<file path="src/rtl/ndn_spi_slave_port.sv">
// NDN serial link slave: independent RX (mosi) and TX (miso) framers, one bit per clk.
// Optional stop-bit check on RX is enabled by defining NDN_SPI_FRAME_CHECK_EN.
module ndn_spi_slave_port (
    input  logic         clk,
    input  logic         rst,
    input  logic         cs,
    input  logic         mosi,
    output logic         miso,
    output logic         rx_valid,
    output logic         rx_err,
    output logic [7:0]   rx_meta,
    output logic [63:0]  rx_prefix,
    output logic [255:0] rx_data,
    input  logic         tx_valid,
    output logic         tx_ready,
    input  logic [7:0]   tx_meta,
    input  logic [63:0]  tx_prefix,
    input  logic [255:0] tx_data,
    output logic         tx_done
);

    typedef enum logic [2:0] {
        RxIdle,
        RxMeta,
        RxPrefix,
        RxData,
        RxStop
    } rx_state_t;

    typedef enum logic [2:0] {
        TxIdle,
        TxStart,
        TxMeta,
        TxPrefix,
        TxData,
        TxStop
    } tx_state_t;

    rx_state_t    rx_state;
    logic [2:0]   rx_meta_cnt;
    logic [5:0]   rx_prefix_cnt;
    logic [7:0]   rx_data_cnt;
    logic [7:0]   rx_meta_sh;
    logic [63:0]  rx_prefix_sh;
    logic [255:0] rx_data_sh;

    tx_state_t    tx_state;
    logic [2:0]   tx_meta_cnt;
    logic [5:0]   tx_prefix_cnt;
    logic [7:0]   tx_data_cnt;
    logic [7:0]   tx_meta_sv;
    logic [63:0]  tx_prefix_sv;
    logic [255:0] tx_data_sv;
    logic         tx_interest;

    logic         stop_ok;

`ifdef NDN_SPI_FRAME_CHECK_EN
    assign stop_ok = mosi;
`else
    assign stop_ok = 1'b1;
`endif

    // Receive framer: shadow registers fill bit by bit, outputs only move at the stop edge.
    always_ff @(posedge clk or posedge rst) begin
        if (rst) begin
            rx_state      <= RxIdle;
            rx_meta_cnt   <= 3'd0;
            rx_prefix_cnt <= 6'd0;
            rx_data_cnt   <= 8'd0;
            rx_meta_sh    <= 8'd0;
            rx_prefix_sh  <= 64'd0;
            rx_data_sh    <= 256'd0;
            rx_valid      <= 1'b0;
            rx_err        <= 1'b0;
            rx_meta       <= 8'd0;
            rx_prefix     <= 64'd0;
            rx_data       <= 256'd0;
        end else begin
            rx_valid <= 1'b0;
            rx_err   <= 1'b0;
            if (cs) begin
                rx_state <= RxIdle;
            end else begin
                unique case (rx_state)
                    RxIdle: begin
                        if (!mosi) begin
                            rx_state    <= RxMeta;
                            rx_meta_cnt <= 3'd7;
                        end
                    end
                    RxMeta: begin
                        rx_meta_sh <= {rx_meta_sh[6:0], mosi};
                        if (rx_meta_cnt == 3'd0) begin
                            rx_state      <= RxPrefix;
                            rx_prefix_cnt <= 6'd63;
                        end else begin
                            rx_meta_cnt <= rx_meta_cnt - 3'd1;
                        end
                    end
                    RxPrefix: begin
                        rx_prefix_sh <= {rx_prefix_sh[62:0], mosi};
                        if (rx_prefix_cnt == 6'd0) begin
                            if (rx_meta_sh[6]) begin
                                rx_state <= RxStop;
                            end else begin
                                rx_state    <= RxData;
                                rx_data_cnt <= 8'd255;
                            end
                        end else begin
                            rx_prefix_cnt <= rx_prefix_cnt - 6'd1;
                        end
                    end
                    RxData: begin
                        rx_data_sh <= {rx_data_sh[254:0], mosi};
                        if (rx_data_cnt == 8'd0) begin
                            rx_state <= RxStop;
                        end else begin
                            rx_data_cnt <= rx_data_cnt - 8'd1;
                        end
                    end
                    RxStop: begin
                        rx_state <= RxIdle;
                        if (stop_ok) begin
                            rx_valid  <= 1'b1;
                            rx_meta   <= rx_meta_sh;
                            rx_prefix <= rx_prefix_sh;
                            // Interest packets carry no data; keep the last data payload.
                            if (!rx_meta_sh[6]) begin
                                rx_data <= rx_data_sh;
                            end
                        end else begin
                            rx_err <= 1'b1;
                        end
                    end
                    default: rx_state <= RxIdle;
                endcase
            end
        end
    end

    // Transmit framer: save registers shift left, miso always carries the current MSB.
    always_ff @(posedge clk or posedge rst) begin
        if (rst) begin
            tx_state      <= TxIdle;
            tx_meta_cnt   <= 3'd0;
            tx_prefix_cnt <= 6'd0;
            tx_data_cnt   <= 8'd0;
            tx_meta_sv    <= 8'd0;
            tx_prefix_sv  <= 64'd0;
            tx_data_sv    <= 256'd0;
            tx_interest   <= 1'b0;
            miso          <= 1'b1;
            tx_ready      <= 1'b1;
            tx_done       <= 1'b0;
        end else begin
            tx_done <= 1'b0;
            if (cs) begin
                tx_state <= TxIdle;
                miso     <= 1'b1;
                tx_ready <= 1'b1;
            end else begin
                unique case (tx_state)
                    TxIdle: begin
                        miso     <= 1'b1;
                        tx_ready <= 1'b1;
                        if (tx_valid && tx_ready) begin
                            tx_meta_sv   <= tx_meta;
                            tx_prefix_sv <= tx_prefix;
                            tx_data_sv   <= tx_data;
                            tx_interest  <= tx_meta[6];
                            tx_state     <= TxStart;
                            miso         <= 1'b0;
                            tx_ready     <= 1'b0;
                        end
                    end
                    TxStart: begin
                        miso        <= tx_meta_sv[7];
                        tx_meta_sv  <= {tx_meta_sv[6:0], 1'b0};
                        tx_meta_cnt <= 3'd7;
                        tx_state    <= TxMeta;
                    end
                    TxMeta: begin
                        if (tx_meta_cnt == 3'd0) begin
                            miso          <= tx_prefix_sv[63];
                            tx_prefix_sv  <= {tx_prefix_sv[62:0], 1'b0};
                            tx_prefix_cnt <= 6'd63;
                            tx_state      <= TxPrefix;
                        end else begin
                            miso        <= tx_meta_sv[7];
                            tx_meta_sv  <= {tx_meta_sv[6:0], 1'b0};
                            tx_meta_cnt <= tx_meta_cnt - 3'd1;
                        end
                    end
                    TxPrefix: begin
                        if (tx_prefix_cnt == 6'd0) begin
                            if (tx_interest) begin
                                miso     <= 1'b1;
                                tx_state <= TxStop;
                            end else begin
                                miso        <= tx_data_sv[255];
                                tx_data_sv  <= {tx_data_sv[254:0], 1'b0};
                                tx_data_cnt <= 8'd255;
                                tx_state    <= TxData;
                            end
                        end else begin
                            miso          <= tx_prefix_sv[63];
                            tx_prefix_sv  <= {tx_prefix_sv[62:0], 1'b0};
                            tx_prefix_cnt <= tx_prefix_cnt - 6'd1;
                        end
                    end
                    TxData: begin
                        if (tx_data_cnt == 8'd0) begin
                            miso     <= 1'b1;
                            tx_state <= TxStop;
                        end else begin
                            miso        <= tx_data_sv[255];
                            tx_data_sv  <= {tx_data_sv[254:0], 1'b0};
                            tx_data_cnt <= tx_data_cnt - 8'd1;
                        end
                    end
                    TxStop: begin
                        miso     <= 1'b1;
                        tx_done  <= 1'b1;
                        tx_ready <= 1'b1;
                        tx_state <= TxIdle;
                    end
                    default: begin
                        miso     <= 1'b1;
                        tx_ready <= 1'b1;
                        tx_state <= TxIdle;
                    end
                endcase
            end
        end
    end

endmodule

</file>
<file path="config.mk">
export PLATFORM = sky130hd
export DESIGN_NAME = ndn_spi_slave_port
export DESIGN_NICKNAME = d
export VERILOG_FILES = /design/src/rtl/ndn_spi_slave_port.sv
export SDC_FILE = /design/constraint.sdc
export NUM_CORES = 2
export LEC_CHECK = 0
export BUFFER_PORTS_ARGS = -buffer_cell sky130_fd_sc_hd__buf_4
export CORE_MARGIN = 1.5
export CORE_UTILIZATION = 30
export DETAILED_ROUTE_END_ITERATION = 10
export MAX_ROUTING_LAYER = met4
export SKIP_LAST_GASP = 1
export SLEW_MARGIN = 20
export SYNTH_ARGS = -nofsm -noshare
export SYNTH_HDL_FRONTEND = slang
export SYNTH_SLANG_ARGS = --single-unit
</file>
<file path="constraint.sdc">
create_clock -name clk -period 43.8 [get_ports clk]
set_input_delay 4.38 -clock clk [delete_from_list [all_inputs] [get_ports clk]]
set_output_delay 4.38 -clock clk [all_outputs]
set_load 0.02 [all_outputs]
</file>
* Word-level counts from Yosys, hierarchy flattened
Index checks and enable logic that the tools add are counted.
** Word-level totals
- Register bits after elaboration :: 1029
- Input port bits :: 333
- Word-level logic and storage cells :: 156
** Operators by class
- $add $sub $neg :: 6
- Equal/unequal tests :: 32
- Multiplexer cells :: 58
- Bitwise operators :: 2
- Reduce and logical (&&, ||, !) cells :: 36
** Operator list (number)
- two-way mux 256 bit :: 4
- case mux 256 bit (3 select lines) :: 1
- two-way mux 64 bit :: 3
- case mux 64 bit (3 select lines) :: 1
- two-way mux 8 bit :: 8
- two-way mux 3 bit :: 14
- case mux 8 bit (2 select lines) :: 2
- != test 2 bit, second input constant :: 14
- two-way mux 6 bit :: 4
- != test 3 bit, second input constant :: 8
- case mux 6 bit (2 select lines) :: 2
- case mux 8 bit (3 select lines) :: 1
- AND reduction 4 bit :: 6
- logical NOT 8 bit :: 2
- subtractor 8 x 1 -> 8 bit, second input constant :: 2
- case mux 3 bit (5 select lines) :: 1
- AND reduction 5 bit :: 3
- == test 3 x 2 -> 1 bit, second input constant :: 4
- logical NOT 3 bit :: 4
- logical NOT 6 bit :: 2
- two-way mux 1 bit :: 12
- case mux 3 bit (2 select lines) :: 2
- case mux 3 bit (4 select lines) :: 1
- nonzero test 2 bit :: 6
- 14 further kinds :: 27

* Depth between registers and ports, before layout
- Depth after elaboration :: 4
- Gate-level depth with buffers :: 9

* Least setup slack after synthesis
Ideal clock, no wire load.
- Kind :: input -> register
- Start point :: in cs
- End point :: reg rx_data[100]
- Arrival :: 5949 ps
- Path slack :: 37726 ps
- Stages on the path :: 7
- Cell sequence :: clkbuf_1 -> nor4b_1 -> nor2b_1 -> clkbuf_1 -> clkbuf_1 -> buf_2 -> mux2_2
** Between the ends
- Cells in the longest elaborated chain, start to end :: 2
** RTL lines
- from (decl) :: line 6 : input logic cs,
- inverter 1 bit (no source line)
- AND reduction 3 bit (no source line)
- to (signal assigned) :: line 130 : rx_data <= rx_data_sh;
- to (decl) :: line 13 : output logic [255:0] rx_data,
No other way between the ends.
A chain may end at the register's enable or synchronous reset.

==> flow_summary.toml <==
[outcome]
outcome = "finished, final reports clean"

[hold_path]
holdPathEnd = "rx_meta_cnt[2]"
min_path_cells = 1
hp-class = "reg2reg"
hold_path_startpoint = "rx_meta_cnt[2]"

[detailed_routing]
ant_nets = 0
via_per_inst = 4.82
wl_per_cell_um = 18.8
wl_um = 109000
drt_iter0_drc = 1833
num_vias = 27900
drc_errors = 0
drt-pass1-iter-count = 5

[synthesis]
synth_cells = 3233
synth_cell_type_count = 67
synth-edff-count = 0
ys_seq_elements = 1029
synth_top_area_share = 0.597
yosysSeqAreaShare = 0.599
syn_area_um2 = 43000
synth.avg_cell_area_um2 = 13.3
ys_async_sr_fraction = 1.00
syn_nets = 3578
synth_flop_cell = "dfrtp_1"
yosysTopAreaCell = "dfrtp_1"
yosys_warnings = 0
synth.area.top_cells = "dfrtp_1 60%, mux2_2 19%, mux2i_1 6.1%"

[critical_path]
cpPeakStageDelay_ps = 850
crit_buf_inv = 7
cp_common_cell = "buf_4"
regToRegStartpoint = "tx_state[0]"
reg2reg_depth = 7
arrival_ps = 8980
crit_type = "in2async"
crit_path_max_fanout = 160
start_kind = "input pin"
cp-end-kind = "asynchronous set/reset pin"
rrSetupSlack_ps = 39080
slowest_stage = "buf_4"
r2r_end = "tx_data_sv[254]"
path_delay_family = "buffers and inverters"
critPathRequiredTime_ps = 44510
cp_cell_sequence = "buf_4, inv_8, buf_12, buf_4, buf_4, buf_6, buf_4"

[cts]
post_cts_buffers = 0
clk_latency_ps = 720
cts_resized = 0
cts_made_buffers = 112
cts_root_buf = "clkbuf_16"
clk_pin_slew_ps = 60
tritoncts = "done"
htree_levels = 3
hold_buffers = 0
cts_buffer_depth = 3
clock_sinks = 1029

[power_and_ir_drop]
power.density_nw_per_um2 = 47.5
power.total_mw = 2.56
power.leakage_nw = 27.2
vdd_drop_max_uv = 32.0

[finish]
layout_common_cells = "1027 x dfrtp_1, 734 x mux2_2, 692 x buf_4, 269 x a21oi_1, 261 x mux2i_1"
finalNetCount = 4141
drive_above_1_share = 0.427
areaGrowthSynthToFinish_pct = 25.1
layout_commonest_cell = "dfrtp_1"

[sta]
fin_crit_sh = 0.189
tns_ps = 0
final-setup-viol-count = 0
worst_slack_ps = 35530
fmax_mhz = 121
layout_min_cycle_time_ps = 8270
hold_viol = 0
rsz0062_at_grt = "false"
drv_slew = 0
tightest_slew_ps = 1280
fin_skew_ps = 54.9
maxSlewHeadroom = 0.149

[grt]
antenna_found_initial = 9
grt_pass1_wl_um = 170000
grt.total_usage = 0.150
grt_pass1_vias = 28600
grt_remaining_overflow = 0
grt_max_degree = 210

[die]
die_h_um = 382
fp.dieW_um = 382
core_um2 = 142000
rows = 138
num_io_pins = 666
die_area_um2 = 146000
initial_utilization = 0.303

[placement]
dp_hpwl_um = 70100
gp_congestion = 0.794
dp_slack_ps = 34240
io_buffers = 664

[run]
drv_cap = 0
==> cells by family after synthesis <==
family,Yosys count,share of synthesized area
other cells,1,0.0000872
xor+xnor,4,0.000814
flops,1029,0.599
simple gates,333,0.0364
fa+ha+maj,13,0.00372
mux,1002,0.255
compound gates,579,0.0783
buf+inv,272,0.0275
==> sequential cells by signal, indices dropped and copies added, names as in the netlist, 3 cells and up <==
signal / count
tx_data_cnt: 8
tx_data_sv: 256
tx_prefix_cnt: 6
rx_meta: 8
rx_data_cnt: 8
rx_state: 3
rx_prefix_sh: 64
tx_meta_cnt: 3
rx_data: 256
rx_meta_sh: 8
rx_prefix: 64
tx_prefix_sv: 64
rx_prefix_cnt: 6
rx_meta_cnt: 3
rx_data_sh: 256
tx_meta_sv: 8
tx_state: 3
==> layer usage <==
layer / up-vias / wire length, µm / global-route usage
met2: 762 / 50000 / 0.225
met1: 14100 / 45700 / 0.186
met3: 150 / 10500 / 0.0582
li1: 12900 / - / -
met4: 0 / 2570 / 0.0439
met5: - / 0 / -
==> power by group <==
part / switching (mW) / leakage [nW] / internal [mW]
registers: 0.0926 / 13.4 / 1.11
logic: 0.182 / 11.9 / 0.163
clock network: 0.406 / 2.00 / 0.605
total: 0.681 / 27.2 / 1.87
==> cell usage after synthesis (11+ instances only) <==
cell type,count
buf_2,119
inv_1,20
ha_1,12
nand2_1,215
o21ai_0,11
nor2_1,20
mux2_2,734
mux2i_1,261
a21oi_1,270
dfrtp_1,1027
nor3_1,11
clkbuf_1,121
a31oi_1,258
==> final cells by class <==
cell class                      count  area (µm²)
Fill cell                       13600       88100
Sequential cell                  1029       25800
Multi-Input combinational cell   1932       16200
Timing Repair Buffer              701        5380
Clock buffer                      158        3300
Tap cell                         1890        2360
Clock inverter                     53         736
Inverter                           20        82.6
Antenna cell                        7        17.5
==> how the worst max path moves through the flow <==
stage          from         endpoint  slack, ps  depth (start not counted)
6_report        rst   tx_data_sv[38]      35530                          7
5_1_grt         rst  tx_data_sv[251]      34720                          7
4_1_cts         rst   tx_data_sv[38]      35070                          7
3_5_place_dp    rst   tx_data_sv[74]      34240                          7
3_3_place_gp    rst   tx_data_sv[74]      34250                          7
2_1_floorplan   rst       rx_data[0]      10470                          1
==> per-stage QoR <==
step	util	area, µm²	cells	hold WS, ps
after floorplan	-	43000	3233	443
after global placement	0.350	49700	5569	463
after detailed placement	0.350	49700	5569	472
after CTS	0.379	53700	5780	486
after global routing	0.379	53800	5790	509
final	0.379	53800	5790	485
Power figures use the tool's default switching activity.
